===== src/rtl/fifo_rd_adapter_pkg.sv =====
// fifo_rd_adapter_pkg
// Shared constants and helpers for the FIFO reader adapter and its skid buffer.
// The skid buffer holds at most two words, so every occupancy sum fits in
// three bits and is compared against SKID_LIMIT.
package fifo_rd_adapter_pkg;

  // Occupancy value of a completely full skid buffer.
  localparam logic [1:0] SKID_FULL  = 2'd2;

  // Committed-word limit used by the read-issue logic (3-bit form).
  localparam logic [2:0] SKID_LIMIT = 3'd2;

  // True when the words already committed to the buffer leave room for one more.
  function automatic logic has_room(input logic [2:0] committed);
    return committed < SKID_LIMIT;
  endfunction

endpackage


===== src/rtl/fifo_rd_adapter_skid.sv =====
// fifo_rd_adapter_skid
// Two-entry ordered buffer. It is built as a shift structure: head_q is
// always the oldest word and drives data_o directly, and tail_q is the
// second-oldest word.
// Ports:
//   clk, rst   clock and synchronous active-high reset
//   push_i     write data_i into the buffer this cycle
//   data_i     word to push
//   pop_i      consumer takes the head word this cycle
//   valid_o    registered, buffer not empty
//   data_o     registered head word (0 after reset)
//   occ_o      words currently held (0..2)
module fifo_rd_adapter_skid
  import fifo_rd_adapter_pkg::*;
#(
  parameter int DATA_WIDTH = 32
) (
  input  logic                  clk,
  input  logic                  rst,
  input  logic                  push_i,
  input  logic [DATA_WIDTH-1:0] data_i,
  input  logic                  pop_i,
  output logic                  valid_o,
  output logic [DATA_WIDTH-1:0] data_o,
  output logic [1:0]            occ_o
);

  logic [DATA_WIDTH-1:0] head_q, head_d;
  logic [DATA_WIDTH-1:0] tail_q, tail_d;
  logic [1:0]            occ_q, occ_d;
  logic                  valid_q, valid_d;

  // Next-state logic. A pop shifts the tail into the head. A push lands in
  // the first free slot. When a push and a pop happen together at occ=2, the
  // tail moves forward and the new word takes its place, so order is kept.
  // A push at occ=2 without a pop cannot happen, because the read-issue
  // logic never commits more than two words.
  always_comb begin
    head_d = head_q;
    tail_d = tail_q;
    occ_d  = occ_q;
    case ({push_i, pop_i})
      2'b10: begin
        if (occ_q == 2'd0) begin
          head_d = data_i;
          occ_d  = 2'd1;
        end else if (occ_q == 2'd1) begin
          tail_d = data_i;
          occ_d  = SKID_FULL;
        end
      end
      2'b01: begin
        head_d = tail_q;
        occ_d  = occ_q - 2'd1;
      end
      2'b11: begin
        if (occ_q == SKID_FULL) begin
          head_d = tail_q;
          tail_d = data_i;
        end else begin
          head_d = data_i;
        end
      end
      default: ;
    endcase
    valid_d = (occ_d != 2'd0);
  end

  // State registers. valid_q is kept as its own flop so that out_valid comes
  // straight from a register.
  always_ff @(posedge clk) begin
    if (rst) begin
      head_q  <= '0;
      tail_q  <= '0;
      occ_q   <= 2'd0;
      valid_q <= 1'b0;
    end else begin
      head_q  <= head_d;
      tail_q  <= tail_d;
      occ_q   <= occ_d;
      valid_q <= valid_d;
    end
  end

  assign valid_o = valid_q;
  assign data_o  = head_q;
  assign occ_o   = occ_q;

endmodule


===== src/rtl/fifo_rd_adapter.sv =====
// fifo_rd_adapter
// Drains the read port of a team fifo and presents the words as a
// valid/ready stream with registered outputs. Set LOOKAHEAD to match the
// attached fifo:
//   0: fifo_dout is valid in the cycle after fifo_rd.
//   1: fifo_dout shows the head word whenever the fifo is not empty.
// Ports:
//   clk, rst     clock and synchronous active-high reset
//   fifo_empty   fifo empty flag
//   fifo_rd      combinational read/pop strobe to the fifo
//   fifo_dout    fifo read data
//   out_valid    registered, stream word available
//   out_ready    consumer accepts the word (may depend on out_valid)
//   out_data     registered stream word, the skid buffer head
//   occupancy    words held in the skid buffer (0..2)
module fifo_rd_adapter
  import fifo_rd_adapter_pkg::*;
#(
  parameter int DATA_WIDTH = 32,
  parameter bit LOOKAHEAD  = 1'b0
) (
  input  logic                  clk,
  input  logic                  rst,
  input  logic                  fifo_empty,
  output logic                  fifo_rd,
  input  logic [DATA_WIDTH-1:0] fifo_dout,
  output logic                  out_valid,
  input  logic                  out_ready,
  output logic [DATA_WIDTH-1:0] out_data,
  output logic [1:0]            occupancy
);

  logic       pop;
  logic       push;
  logic [2:0] committed;

  assign pop = out_valid && out_ready;

  // "committed" counts the words that will be in the buffer after this
  // cycle's pop. A new read is issued only if that count leaves room, so
  // the buffer can never overflow. The sum is 3 bits wide so it cannot wrap.
  generate
    if (LOOKAHEAD == 1'b0) begin : g_registered_read
      logic inflight_q;

      assign committed = {1'b0, occupancy} + {2'b00, inflight_q} - {2'b00, pop};
      assign push      = inflight_q;

      // A read that was issued last cycle delivers its word now. Reset
      // clears this flag, which discards any word still in flight.
      always_ff @(posedge clk) begin
        if (rst) begin
          inflight_q <= 1'b0;
        end else begin
          inflight_q <= fifo_rd;
        end
      end
    end else begin : g_lookahead_read
      assign committed = {1'b0, occupancy} - {2'b00, pop};
      assign push      = fifo_rd;
    end
  endgenerate

  assign fifo_rd = !rst && !fifo_empty && has_room(committed);

  fifo_rd_adapter_skid #(
    .DATA_WIDTH(DATA_WIDTH)
  ) u_skid (
    .clk    (clk),
    .rst    (rst),
    .push_i (push),
    .data_i (fifo_dout),
    .pop_i  (pop),
    .valid_o(out_valid),
    .data_o (out_data),
    .occ_o  (occupancy)
  );

endmodule


===== config.mk =====
export PLATFORM = sky130hd
export DESIGN_NAME = fifo_rd_adapter
export DESIGN_NICKNAME = d
export VERILOG_FILES = /design/src/rtl/fifo_rd_adapter_pkg.sv /design/src/rtl/fifo_rd_adapter_skid.sv /design/src/rtl/fifo_rd_adapter.sv
export SDC_FILE = /design/constraint.sdc
export NUM_CORES = 1
export LEC_CHECK = 0
export ABC_AREA = 1
export CORE_MARGIN = 5
export CORE_UTILIZATION = 65
export CTS_CLUSTER_SIZE = 24
export DETAILED_ROUTE_END_ITERATION = 8
export DONT_BUFFER_PORTS = 1
export GPL_ROUTABILITY_DRIVEN = 0
export GPL_TIMING_DRIVEN = 1
export PLACE_DENSITY_LB_ADDON = 0.1
export SKIP_LAST_GASP = 1
export SLEW_MARGIN = 20
export SYNTH_ARGS = -nofsm -noshare
export SYNTH_HDL_FRONTEND = slang
export SYNTH_SLANG_ARGS = --single-unit

===== constraint.sdc =====
create_clock -name clk -period 4.65 [get_ports clk]
set_input_delay 0.2325 -clock clk [delete_from_list [all_inputs] [get_ports clk]]
set_output_delay 0.2325 -clock clk [all_outputs]
set_load 0.05 [all_outputs]

After elaboration in Yosys (flattened, before gate mapping)
Cells that the tools add are included.
{"block": "totals", "reg_bits": 68, "input_bits": 36, "out_inout_bits": 36, "wordCells": 39}
{"block": "classes", "addsub": 3, "magnitude_cmp": 1, "eq_ne": 9, "muxes": 10, "n_reduce_logical": 11}
{"cell": "2-to-1 mux 32 bit", "count": 5}
{"cell": "case mux 32 bit (3 select lines)", "count": 1}
{"cell": "case mux 32 bit (2 select lines)", "count": 1}
{"cell": "== test 2 bit (second input constant)", "count": 3}
{"cell": "inequality test 2 x 1 -> 1 bit (second input constant)", "count": 3}
{"cell": "== test 2 x 1 -> 1 bit (second input constant)", "count": 2}
{"cell": "2-to-1 mux 2 bit", "count": 2}
{"cell": "case mux 2 bit (2 select lines)", "count": 1}
{"cell": "AND reduction 4 bit", "count": 1}
{"cell": "nonzero test 2 bit", "count": 2}
{"cell": "adder 2 x 1 -> 3 bit", "count": 1}
{"cell": "logical AND 1 bit", "count": 3}
{"cell": "< comparator 3 x 2 -> 1 bit (second input constant)", "count": 1}
{"cell": "nonzero test 3 bit", "count": 1}
{"cell": "subtractor 3 x 1 -> 3 bit", "count": 1}
{"cell": "logical NOT 1 bit", "count": 2}
{"cell": "logical NOT 2 bit", "count": 1}
{"cell": "inequality test 2 bit (second input constant)", "count": 1}
{"cell": "AND reduction 2 bit", "count": 1}
{"cell": "subtractor 2 x 1 -> 2 bit (second input constant)", "count": 1}

Longest topological paths before layout
Gate-level depths: netlist of the first run.
{"block": "depth", "word_depth": 5, "depth_mapped": 10, "depth_no_buf": 9}

Cells and area by module
From an unflattened synthesis of the first run, not the netlist that was laid out.
{"block": "hier_totals", "hier_cells": 574, "area_unflattened_um2": 3532.1}
{"mod": "fifo_rd_adapter_skid", "n_inst": 1, "cells_each": 556, "area_per_inst_um2": 3422.0}
{"mod": "fifo_rd_adapter", "n_inst": 1, "cells_each": 18, "area_per_inst_um2": 110.1}

Worst setup path before layout of the first run
No wires, ideal clock.
{"block": "synth_timing", "kind": "register to output", "startpoint": "register u_skid.valid_q (netlist: u_skid.valid_o)", "endpoint": "output fifo_rd", "arrival_ps": 2802, "required_ps": 4418, "slack_ps": 1616, "path_stages_with_launch": 9, "n_path_buf": 0, "path_cell_list": "dfxtp_1 > nand2_4 > inv_6 > nand2_1 > nand2_1 > nand2_1 > fa_1 > nand2_1 > nor3_1"}
{"block": "synth_between", "elab_chain_cells": 4}
{"item": "start: declaration", "line": "fifo_rd_adapter_skid.sv:31", "rtl": "logic valid_q, valid_d;"}
{"item": "start signal: assignment", "line": "fifo_rd_adapter_skid.sv:81", "rtl": "valid_q <= valid_d;"}
{"item": "logical AND 1 bit", "line": "fifo_rd_adapter.sv:37", "rtl": "assign pop = out_valid && out_ready;"}
{"item": "subtractor 3 x 1 -> 3 bit", "line": "fifo_rd_adapter.sv:46", "rtl": "assign committed = {1'b0, occupancy} + {2'b00, inflight_q} - {2'b00, pop};"}
{"item": "< comparator 3 x 2 -> 1 bit", "line": "fifo_rd_adapter_pkg.sv:15", "rtl": "return committed < SKID_LIMIT;"}
{"item": "logical AND 1 bit", "line": "fifo_rd_adapter.sv:64", "rtl": "assign fifo_rd = !rst && !fifo_empty && has_room(committed);"}
{"item": "end: declaration", "line": "fifo_rd_adapter.sv:25", "rtl": "output logic fifo_rd,"}
No other way between the ends.

Final worst setup path of the first run
{"block": "layout_timing", "startpoint": "register u_skid.occ_q[1] (netlist: u_skid.occ_o[1])", "endpoint": "register u_skid.head_q[14] (netlist: u_skid.data_o[14])"}
{"block": "layout_between", "elab_chain_cells": 3, "word_cells_on_any_way": 6, "cone_classes": "eq/ne: 2; mux: 2; reduce/logical: 2"}
{"item": "start: declaration", "line": "fifo_rd_adapter_skid.sv:30", "rtl": "logic [1:0] occ_q, occ_d;"}
{"item": "start signal: assignment", "line": "fifo_rd_adapter_skid.sv:75", "rtl": "occ_q <= 2'd0;"}
{"item": "start signal: assignment", "line": "fifo_rd_adapter_skid.sv:80", "rtl": "occ_q <= occ_d;"}
{"item": "== test 2 bit / logical NOT 2 bit (equally long branches)", "line": "fifo_rd_adapter_skid.sv:57, fifo_rd_adapter_skid.sv:44"}
{"item": "2-to-1 mux 32 bit / inequality test 2 x 1 -> 1 bit (equally long branches)"}
{"item": "case mux 32 bit (3 select lines) / AND reduction 2 bit (equally long branches)"}
{"item": "end signal: assignment", "line": "fifo_rd_adapter_skid.sv:73", "rtl": "head_q <= '0;"}
{"item": "end signal: assignment", "line": "fifo_rd_adapter_skid.sv:78", "rtl": "head_q <= head_d;"}
{"item": "end: declaration", "line": "fifo_rd_adapter_skid.sv:28", "rtl": "logic [DATA_WIDTH-1:0] head_q, head_d;"}
Parallel ways exist; a longest one is shown, timed or not.
A chain may end at the register's enable or synchronous reset.

==> results of run 1 <==
-- logic make-up (layout without fill, tap and decap cells) --
group / count (synthesis) / count (layout) / share of synthesized area, %
xor+xnor: 1 / 1 / 0.2456
buf+inv: 140 / 122 / 17.64
simple gates: 253 / 253 / 32.66
compound gates: 66 / 66 / 9.330
fa+ha+maj: 5 / 5 / 1.964
flops: 68 / 68 / 38.16
-- final cells by class --
cell class                      instances  area (sq um)
Clock buffer                           11         141.4
Clock inverter                          3         15.01
Fill cell                             515          1797
Inverter                              105         399.1
Multi-Input combinational cell        325          1577
Sequential cell                        68          1361
Tap cell                               72         90.09
Timing Repair Buffer                    3         25.02
-- state kept, by name (all words and copies together), names as in the netlist --
| register | flops |
|---|---|
| u_skid.occ_o | 2 |
| u_skid.data_o | 32 |
| u_skid.valid_o | 1 |
| u_skid.tail_q | 32 |
| g_registered_read.inflight_q | 1 |
-- metrics by stage --
step	util, %	total power, mW
detailed placement	63.68	1.716
CTS	66.76	2.130
finish	66.76	2.114
global placement	63.68	1.700
floorplan	-	1.631
global route	66.76	2.261
-- report_power, final --
group          switching (mW)  internal (mW)
clock network           0.214          0.200
registers               0.477          0.710
logic                   0.344          0.169
total                    1.03           1.08
-- synthesized netlist by cell type, types with 5 or more instances --
| master | n | area, sq um |
|---|---|---|
| dfxtp_1 | 68 | 1361 |
| nor2_1 | 34 | 127.6 |
| inv_1 | 104 | 390.4 |
| a21oi_1 | 33 | 165.2 |
| nand3_1 | 92 | 460.4 |
| buf_4 | 8 | 60.06 |
| nand2_1 | 111 | 416.7 |
| o21ai_0 | 32 | 160.2 |
| nand3_2 | 8 | 80.08 |
| buf_2 | 17 | 85.08 |
| buf_6 | 5 | 56.30 |
-- worst max-delay path, delay by kind of cell (launching register included) --
kind,cells,cell delay [ns]
buffers and inverters,2,0.13
adder cells (fa/ha/maj),1,0.35
flip-flops,1,0.77
AND/OR/NAND/NOR,5,1.72
-- layer usage --
metal | global-route usage [%] | vias up
met4 | 6.725 | 0
met3 | 7.601 | 10
li1 | - | 1606
met2 | 34.51 | 92
met5 | 0 | -
met1 | 27.85 | 1359
-- path summary, 6_finish.rpt --
kind / to / slack [ns] / depth (start not counted)
hold / removal: u_skid.tail_q[5] / 0.02 / 2
setup / recovery: u_skid.data_o[14] / 1.56 / 8
hold reg to reg: u_skid.tail_q[3] / 0.55 / 4
setup reg to reg: u_skid.data_o[14] / 1.56 / 8
-- timing repair --
item,4_1_cts,5_1_grt
hold buffers,1,0
hold endpoints to repair,1,0
setup buffers,0,0
==> impl_summary.log, run 1 <==
[metrics] min Tclk post-route: 3.087 ns
[metrics] Setup Total Neg Slack: 0 ns
[metrics] Met1 Wirelength: roughly 3.4 mm
[metrics] Critical Path End Type: flop
[metrics] io pins: 72
[metrics] data arrival time of the critical path: about 3.3 ns
[metrics] total core area: 0.005405 sq mm
[metrics] cell count after placement: 572
[metrics] outcome: finished clean
[metrics] Die ar.: between 0.007 and 0.008 sq mm
[metrics] critical path peak fanout: 32
[metrics] overflow left after global routing: 0
[metrics] count of TritonRoute iterations in the first routing pass: 5
[metrics] Initial Util: 66.00%
[metrics] Clock Tree Root: clkbuf_8
[metrics] total track usage: between 20% and 30%
[metrics] synthesized instance count: 533
[metrics] vertical die dimension: between 80 and 90 um
[metrics] Max-Cap Viols: 0
[metrics] count of different cell masters after synthesis: 24
[metrics] Largest stage delay, worst path: 0.80 ns
[metrics] cts bufs inserted: 9
[metrics] area growth from synthesis to final layout: 1.157%
[metrics] Leak Pwr: 2.073 nW
[metrics] cell breakdown of the critical path: ha_1, inv_1, nand2_2, nand2_1, nand2_1, nand3_1, nand2_1, inv_1
[metrics] HPWL reported at the end of detailed placement: about 4.5 mm
[metrics] slowest stage cell on the critical path: nand2_1
[metrics] final setup slack of the worst path: 1.563 ns
[metrics] via count of the first global-routing pass: 2703
[metrics] Worst Path Class, Setup: reg -> reg
[metrics] commonest non-fill, non-tap cell in the layout: nand2_1
[metrics] final instance area: 0.003608 sq mm
[metrics] Min-Delay Path Class: in -> reg
[metrics] highest clock frequency the design can meet: between 300 and 400 MHz
[metrics] P per Cell Area: 585.8 mW/mm^2
[metrics] number of routed nets with antenna violations: 0
[metrics] worst setup slack after placement: around 1.6 ns
[metrics] fraction of final layout cells with drive strength greater than 1: between 5 and 6%
[metrics] CTS H-Tree Depth: 3
[metrics] post-synthesis average cell area: 6.693 sq um
[metrics] Max-slew headroom: 30.29%
[metrics] number of flops mapped to enable cells by yosys: 0
[metrics] number of failing hold endpoints at the final stage: 0
[metrics] Critical Path Start Type: flop
[metrics] Post-Route WL: 7.541 mm
[metrics] IO Port Bufs: 0
[metrics] first-iteration detailed-routing DRC count: between 200 and 300
[metrics] cell area after placement: between 0.003 and 0.004 sq mm
[metrics] post-route clock period utilization: roughly 66%
[metrics] largest buffer count on any clock path: 2
[metrics] Post-Syn Area: between 0.003 and 0.004 sq mm
[metrics] source-to-sink clock delay at the later pin of the worst-skew pair: ~0.34 ns
[metrics] Net Count, Synth: 574
[metrics] setup repair after global routing missed its margin: false
[metrics] launching point of the worst reg2reg path: u_skid.occ_o[1]
[metrics] Worst Hold Slack: 0.01924 ns
[metrics] via/cell ratio: 5.225
[metrics] number of synthesis warnings: 0
[metrics] Worst-path clk slew: 0.07 ns
[metrics] largest net degree at the start of global routing: 65
[metrics] cell seen most often among critical-path stages: nand2_1
[metrics] part of the Yosys area used for sequential elements: 38.16%
[metrics] Worst Tran Pin Value: 1.042 ns
[metrics] critical path data required time: 4.89 ns
[metrics] launch point of the worst hold path: fifo_dout[5]
[metrics] Met3 Wirelength: between 600 and 700 um
[metrics] clock skew after layout: 0.007458 ns
[metrics] final setup vio count: 0
[metrics] number of gates given a new drive strength after cts: 0
[metrics] via count: 3067
[metrics] global-route wire length before repair: 12.79 mm
[metrics] timing startpoint of the critical path: u_skid.occ_o[1]
[metrics] ANT cells: 0
[metrics] count of unresolved DRC violations after routing: 0
[metrics] die outline width: approximately 84 um
[metrics] number of antenna violations at the first check in global routing: 0
[metrics] Async S/R FF share, synth: 0%
[metrics] CTS sink cnt: ~70
[metrics] number of register bits inferred by synthesis: 68
[metrics] Non-Filler Instances: 587
[metrics] topmost layer with routed signal wires: met4
[metrics] detailed-route wire length per cell: 12.85 um
[metrics] TritonCTS clock tree: done
[metrics] site row count: 27
[metrics] Peak supply drop: ~0.00039 V
[metrics] detailed-routed wire length on met2: 3.370 mm
[metrics] Final Slew Violations: 0
[metrics] top library cells by usage in the layout, fill and taps aside: 111 x nand2_1, 103 x inv_1, 92 x nand3_1
[metrics] Total Nets Final: ~550
[metrics] top_reg_cell synth: dfxtp_1
Note: power is estimated with default switching activity, not from simulation.
==> run 2: changes to the inputs <==
--- a/config.mk
+++ b/config.mk
@@ -5,9 +5,9 @@
 export SDC_FILE = /design/constraint.sdc
 export NUM_CORES = 1
 export LEC_CHECK = 0
-export ABC_AREA = 1
+export ABC_AREA = 0
 export CORE_MARGIN = 5
-export CORE_UTILIZATION = 65
+export CORE_UTILIZATION = 57
 export CTS_CLUSTER_SIZE = 24
 export DETAILED_ROUTE_END_ITERATION = 8
 export DONT_BUFFER_PORTS = 1
==> constraint.sdc (replaced) <==
create_clock -name clk -period 2.75 [get_ports clk]
set_input_delay 0.1375 -clock clk [delete_from_list [all_inputs] [get_ports clk]]
set_output_delay 0.1375 -clock clk [all_outputs]
set_load 0.05 [all_outputs]
==> impl_summary.log, run 2 <==
[metrics] outcome: finished clean
[metrics] critical path peak fanout: 8 (-75%)
[metrics] number of gates given a new drive strength after cts: 0 (unchanged)
[metrics] top_reg_cell synth: dfxtp_1
[metrics] data arrival time of the critical path: 2.24 ns (-1.09 ns)
[metrics] number of flops mapped to enable cells by yosys: 0 (unchanged)
[metrics] Clock Tree Root: clkbuf_8
[metrics] final setup vio count: 0 (unchanged)
[metrics] setup repair after global routing missed its margin: false
[metrics] fraction of final layout cells with drive strength greater than 1: 9.322% (+3.5 points)
[metrics] ANT cells: 0 (unchanged)
[metrics] share of the synthesized area in the top cell type: 42.89% (+4.7 points)
[metrics] IO Port Bufs: 0 (unchanged)
[metrics] Worst-path clk slew: 0.08 ns (about the same)
[metrics] number of setup buffers added after CTS: 0 (unchanged)
[metrics] count of TritonRoute iterations in the first routing pass: 4 (-1)
[metrics] Critical Path Start Type: flop
[metrics] cts bufs inserted: 9 (unchanged)
[metrics] post-synthesis average cell area: 10.01 sq um (+50%)
[metrics] largest buffer count on any clock path: 2 (unchanged)
[metrics] Peak supply drop: 0.0004903 V (+27%)
[metrics] CTS sink cnt: 68 (unchanged)
[metrics] synth cell count leaders: 68 x dfxtp_1, 66 x nand2b_1, 65 x mux2i_1, 34 x nor2_1, 31 x a211oi_1
[metrics] reg2reg setup slack: 0.74 ns (-0.82 ns)
[metrics] post-route clock period utilization: about 87%
[metrics] global-route wire length before repair: 11.03 mm (-14%)
[metrics] Critical Path End Type: output pin
[metrics] top library cells by usage in the layout, fill and taps aside: 68 x dfxtp_1, 66 x nand2b_1, 65 x mux2i_1
[metrics] synthesized instance count: 317 (-41%)
[metrics] via count: 2267 (-26%)
[metrics] area growth from synthesis to final layout: 19.55%
[metrics] Net Count, Synth: 358 (-38%)
[metrics] detailed-route wire length per cell: 15.38 um (+20%)
[metrics] Initial Util: 58.00% (-8.0 points)
[metrics] number of failing hold endpoints at the final stage: 0 (unchanged)
[metrics] count of hold-fix buffers inserted at cts: 35 (+34)
[metrics] min Tclk post-route: 2.381 ns
[metrics] most common cell in the synthesized netlist: dfxtp_1
[metrics] Post-Syn Area: 0.003174 sq mm (-11%)
[metrics] clock skew after layout: 0.01063 ns (+0.003168 ns)
[metrics] vertical die dimension: 84.63 um (+0.65%)
[metrics] first-iteration detailed-routing DRC count: 71 (-76%)
[metrics] commonest non-fill, non-tap cell in the layout: dfxtp_1
[metrics] busiest grt layer: met2
[metrics] CTS H-Tree Depth: 3 (unchanged)
[metrics] via count of the first global-routing pass: 2317 (-14%)
[metrics] highest clock frequency the design can meet: around 420 MHz
[metrics] GR Layer Usage met2: 28.75% (-5.8 points)
[metrics] Min-Delay Path Class: in -> reg
[metrics] via/cell ratio: 5.322 (+1.9%)
[metrics] Die ar.: 0.007161 sq mm (+1.3%)
[metrics] largest net degree at the start of global routing: 101 (+55%)
[metrics] total core area: 0.005473 sq mm (+1.3%)
[metrics] TritonCTS clock tree: done
[metrics] filler instances: 445 (-14%)
[metrics] sum of internal, switching and leakage power: 3.783 mW (+79%)
[metrics] total track usage: 18.97% (-2.8 points)
[metrics] overflow left after global routing: 0 (unchanged)
[metrics] part of the Yosys area used for sequential elements: 42.89% (+4.7 points)
[metrics] count of different cell masters after synthesis: 29 (+21%)
[metrics] Async S/R FF share, synth: 0% (unchanged)
[metrics] io pins: 72 (unchanged)
[metrics] Final Slew Violations: 0 (unchanged)
[metrics] critical path data required time: 2.61 ns (-2.28 ns)
[metrics] number of antenna violations at the first check in global routing: 0 (unchanged)
[metrics] Max-Cap Viols: 0 (unchanged)
[metrics] Leak Pwr: 1.305 nW (-37%)
[metrics] Worst Path Class, Setup: reg -> out
[metrics] site row count: 27 (unchanged)
[metrics] number of register bits inferred by synthesis: 68 (unchanged)
[metrics] Worst Tran Pin Value: 0.7026 ns (-0.3393 ns)
[metrics] source-to-sink clock delay at the later pin of the worst-skew pair: 0.34 ns (about the same)
[metrics] cell types occupying the most area after synthesis: dfxtp_1 43%, mux2i_1 20%, nand2b_1 13%
[metrics] number of synthesis warnings: 0 (unchanged)
[metrics] die outline width: 84.63 um (+0.65%)
[metrics] HPWL reported at the end of detailed placement: 3.915 mm (-13%)
[metrics] cell type with the largest total area after synthesis: dfxtp_1
[metrics] Total Nets Final: 390 (-29%)
[metrics] Max-slew headroom: 52.99% (+23 points)
[metrics] Setup Total Neg Slack: 0 ns (unchanged)
[metrics] count of unresolved DRC violations after routing: 0 (unchanged)
[metrics] met1 track demand over resource: 24.83% (-3.0 points)
[metrics] global routing met3 resource utilization: 5.790% (-1.8 points)
[metrics] P per Cell Area: 997.0 mW/mm^2 (+70%)
[metrics] number of routed nets with antenna violations: 0 (unchanged)
[metrics] Post-Route WL: 6.553 mm (-13%)
-- run 2: changes by cell type after synthesis, moves of 12 or more --
cell and delta:
o21ai_0 -30, inv_1 -101, nand2b_1 +66, a21oi_1 -31, nand3_1 -91, a211oi_1 +31
mux2i_1 +65, nand2_1 -108, buf_2 -12
-- run 2: worst paths after layout --
path / startpoint / to / cells past startpoint
setup reg to reg: g_registered_read.inflight_q / u_skid.data_o[20] / 5
hold reg to reg: u_skid.tail_q[9] / u_skid.tail_q[9] / 2
setup / recovery: u_skid.valid_o / fifo_rd / 7
hold / removal: fifo_dout[12] / u_skid.data_o[12] / 2
-- run 2: area by class of cell --
cell class / count / area [sq um] / share of cell area, %
clock buffers: 9 / 123.9 / 3.264
clock inverters: 7 / 91.34 / 2.407
inverters: 3 / 11.26 / 0.2967
multi-input cells: 222 / 1674 / 44.11
flip-flops and latches: 68 / 1361 / 35.87
well taps: 72 / 90.09 / 2.374
repair buffers: 45 / 442.9 / 11.67
-- run 2: stage by stage --
stage	cells	hold WS [ns]	util, %	setup WS (ns)	cell area, sq um
6_report	426	0.02751	69.34	0.3692	3795
3_5_place_dp	375	0.2183	58.69	0.7412	3212
5_1_grt	426	0.02162	69.34	0.1877	3795
2_1_floorplan	317	0.2142	-	0.2490	3189
4_1_cts	426	0.01098	69.34	0.3492	3795
3_3_place_gp	375	0.2167	58.69	0.7867	3212
-- run 2: cell families (layout without fill, tap and decap cells) --
kind of cell    after synthesis  count (layout)  synth area share, %
compound gates               39              39                9.342
xor+xnor                      2               2               0.5519
fa+ha+maj                     5               5                2.207
buf+inv                      27              64                5.163
flops                        68              68                42.89
mux                          66              66                20.85
simple gates                110             110                19.00
-- run 2: worst max-delay path: stages (launching register included) --
cell	delay (ns)
dfxtp_1	0.40
nand2_2	0.16
xnor2_1	0.21
nand2_1	0.09
fa_1	0.39
xor2_1	0.19
nor4b_4	0.22
buf_4	0.23
-- run 2: where the power goes --
| part | switching (mW) | internal, mW |
|---|---|---|
| combinational | 0.531 | 0.409 |
| sequential | 0.762 | 1.19 |
| clock | 0.383 | 0.507 |
| total | 1.68 | 2.11 |
-- run 2: routing by layer --
metal | up-vias | routed length [um] | share of wire (%)
li1 | 1159 | - | -
met1 | 1046 | 3055 | 47
met2 | 51 | 2921 | 45
met3 | 11 | 446 | 6.8
met4 | 0 | 129 | 2.0
met5 | - | 0 | 0
==> run 3: changes to the inputs <==
--- a/config.mk
+++ b/config.mk
@@ -7,12 +7,13 @@
 export LEC_CHECK = 0
 export ABC_AREA = 0
 export CORE_MARGIN = 5
-export CORE_UTILIZATION = 57
+export CORE_UTILIZATION = 25
 export CTS_CLUSTER_SIZE = 24
 export DETAILED_ROUTE_END_ITERATION = 8
 export DONT_BUFFER_PORTS = 1
 export GPL_ROUTABILITY_DRIVEN = 0
 export GPL_TIMING_DRIVEN = 1
+export MAX_ROUTING_LAYER = met4
 export PLACE_DENSITY_LB_ADDON = 0.1
 export SKIP_LAST_GASP = 1
 export SLEW_MARGIN = 20
==> impl_summary.log, run 3 (synthesis gave the netlist of run 2 again) <==
[metrics] Max-slew headroom: 63.26% (+10 points)
[metrics] Post-Route WL: 7.836 mm (+20%)
[metrics] Worst-path clk slew: 0.06 ns (-0.02 ns)
[metrics] overflow left after global routing: 0 (unchanged)
[metrics] Clock Tree Root: clkbuf_16
[metrics] largest buffer count on any clock path: 2 (unchanged)
[metrics] critical path data required time: 2.61 ns (about the same)
[metrics] IO Port Bufs: 0 (unchanged)
[metrics] Peak supply drop: 0.0002986 V (-39%)
[metrics] count of unresolved DRC violations after routing: 0 (unchanged)
[metrics] Final Slew Violations: 0 (unchanged)
[metrics] outcome: finished clean
[metrics] via count of the first global-routing pass: 2397 (+3.5%)
[metrics] top library cells by usage in the layout, fill and taps aside: 68 x dfxtp_1, 66 x nand2b_1, 65 x mux2i_1
[metrics] area growth from synthesis to final layout: 26.37%
[metrics] Initial Util: 25.36% (-33 points)
[metrics] count of TritonRoute iterations in the first routing pass: 3 (-1)
[metrics] reg2reg setup slack: 0.40 ns (-0.34 ns)
[metrics] via/cell ratio: 4.324 (-19%)
[metrics] die outline width: 122.7 um (+45%)
[metrics] vertical die dimension: 122.7 um (+45%)
[metrics] number of routed nets with antenna violations: 0 (unchanged)
[metrics] source-to-sink clock delay at the later pin of the worst-skew pair: 0.33 ns (about the same)
[metrics] detailed-route wire length per cell: 14.95 um (-2.8%)
[metrics] Setup Total Neg Slack: 0 ns (unchanged)
[metrics] Die ar.: 0.01505 sq mm (+110%)
[metrics] Critical Path End Type: output pin
[metrics] Total Nets Final: 390 (unchanged)
[metrics] setup repair after global routing missed its margin: false
[metrics] data arrival time of the critical path: 2.22 ns (-0.02 ns)
[metrics] launching point of the worst reg2reg path: u_skid.occ_o[0]
[metrics] cell seen most often among critical-path stages: buf_4
[metrics] site row count: 41 (+52%)
[metrics] total track usage: 11.44% (-7.5 points)
[metrics] Min-Delay Path Class: in -> reg
[metrics] CTS H-Tree Depth: 3 (unchanged)
[metrics] number of setup buffers added after CTS: 0 (unchanged)
[metrics] highest clock frequency the design can meet: 424.6 MHz (+1.1%)
[metrics] via count: 2266 (-0.044%)
[metrics] number of cells on the worst reg-to-reg path: 6 (+1)
[metrics] fraction of final layout cells with drive strength greater than 1: 8.239% (-1.1 points)
[metrics] Worst Path Class, Setup: reg -> out
[metrics] ANT cells: 0 (unchanged)
[metrics] number of antenna violations at the first check in global routing: 0 (unchanged)
[metrics] global-route wire length before repair: 12.67 mm (+15%)
[metrics] Max-Cap Viols: 0 (unchanged)
[metrics] Critical Path Start Type: flop
[metrics] largest net degree at the start of global routing: 100 (-0.99%)
[metrics] TritonCTS clock tree: done
[metrics] final core utilization: 32.05% (-37 points)
[metrics] clock skew after layout: 0.005783 ns (-0.004844 ns)
[metrics] HPWL reported at the end of detailed placement: 4.686 mm (+20%)
[metrics] P per Cell Area: 1015 mW/mm^2 (+1.8%)
[metrics] launch point of the worst hold path: fifo_dout[1]
[metrics] slowest stage cell on the critical path: fa_1
[metrics] Largest stage delay, worst path: 0.40 ns (about the same)
[metrics] worst hold path endpoint: u_skid.data_o[1]
[metrics] CTS sink cnt: 68 (unchanged)
[metrics] first-iteration detailed-routing DRC count: 77 (+8.5%)
[metrics] Cells on Worst Hold Path: 2 (unchanged)
[metrics] cell breakdown of the critical path: buf_4, and3b_1, fa_1, xor2_1, nor4b_4, buf_4
[metrics] final setup vio count: 0 (unchanged)
[metrics] number of failing hold endpoints at the final stage: 0 (unchanged)
[metrics] commonest non-fill, non-tap cell in the layout: dfxtp_1
[metrics] cts bufs inserted: 9 (unchanged)
[metrics] Worst Tran Pin Value: 0.5503 ns (-0.1523 ns)
[metrics] min Tclk post-route: 2.355 ns (-0.02580 ns)
[metrics] post-route clock period utilization: 85.64% (-0.94 points)
[metrics] worst r2r dst: g_registered_read.inflight_q
[metrics] io pins: 72 (unchanged)
[metrics] Leak Pwr: 1.345 nW (+3.1%)
[metrics] critical path peak fanout: 4 (-4)
[metrics] total core area: 0.01252 sq mm (+130%)
[run 3: changes by cell type in the layout (fill, tap and decap cells not counted)]
cell           before  now
buf_12              0    1
buf_4              10    8
bufinv_16           2    1
clkbuf_1            0    1
clkbuf_16           0    9
clkbuf_8            9    2
clkinv_2            3    1
clkinv_4            1    0
clkinvlp_4          1    0
dlygate4sd3_1      34   35
[run 3: worst max-delay path by stage]
stage	startpoint	end	slack, ns	cells after the start
after floorplan	u_skid.valid_o	fifo_rd	0.25	6
final	u_skid.occ_o[0]	fifo_rd	0.40	6
after global placement	u_skid.occ_o[0]	fifo_rd	0.76	6
after global routing	u_skid.occ_o[0]	fifo_rd	0.26	6
after CTS	u_skid.occ_o[0]	fifo_rd	0.35	6
after detailed placement	u_skid.occ_o[0]	fifo_rd	0.73	6
[run 3: stage by stage]
stage | worst slack (ns) | power [mW] | hold WS [ns] | cells | cell area, sq um
global route | 0.2613 | 4.325 | 0.03597 | 524 | 4011
global placement | 0.7560 | 2.890 | 0.2188 | 474 | 3342
finish | 0.3950 | 4.071 | 0.03973 | 524 | 4011
detailed placement | 0.7318 | 2.893 | 0.2188 | 474 | 3342
CTS | 0.3527 | 4.166 | 0.02511 | 524 | 4011
floorplan | 0.2490 | 2.696 | 0.2142 | 317 | 3189
[run 3: layout make-up]
type	instances	area [sq um]
clock buffers	12	256.5
clock inverters	2	35.03
fillers	1332	8506
inverters	3	11.26
multi-input cells	222	1674
flip-flops and latches	68	1361
well taps	172	215.2
repair buffers	45	457.9
[run 3: what timing repair did]
item | in CTS | in global routing
hold buffers | 36 | 0
endpoints found under the hold margin | 68 | 0
gates resized for setup | 0 | 0
[run 3: critical path: cells and delay by family, from the launching register on]
family	cells	cell delay, ns
AND/OR/NAND/NOR	2	0.45
flip-flops	1	0.38
adder cells (fa/ha/maj)	1	0.40
XOR/XNOR	1	0.19
buffers and inverters	2	0.46
[run 3: report_power, final]
group | switching (mW) | internal (mW)
Combinational | 0.546 | 0.420
Clock | 0.422 | 0.740
Sequential | 0.749 | 1.19
Total | 1.72 | 2.35
[run 3: layer usage]
metal	track usage [%]	routed length (um)
met4	6.088	184
met5	-	0
met3	3.226	409
met2	18.18	3687
met1	13.07	3554
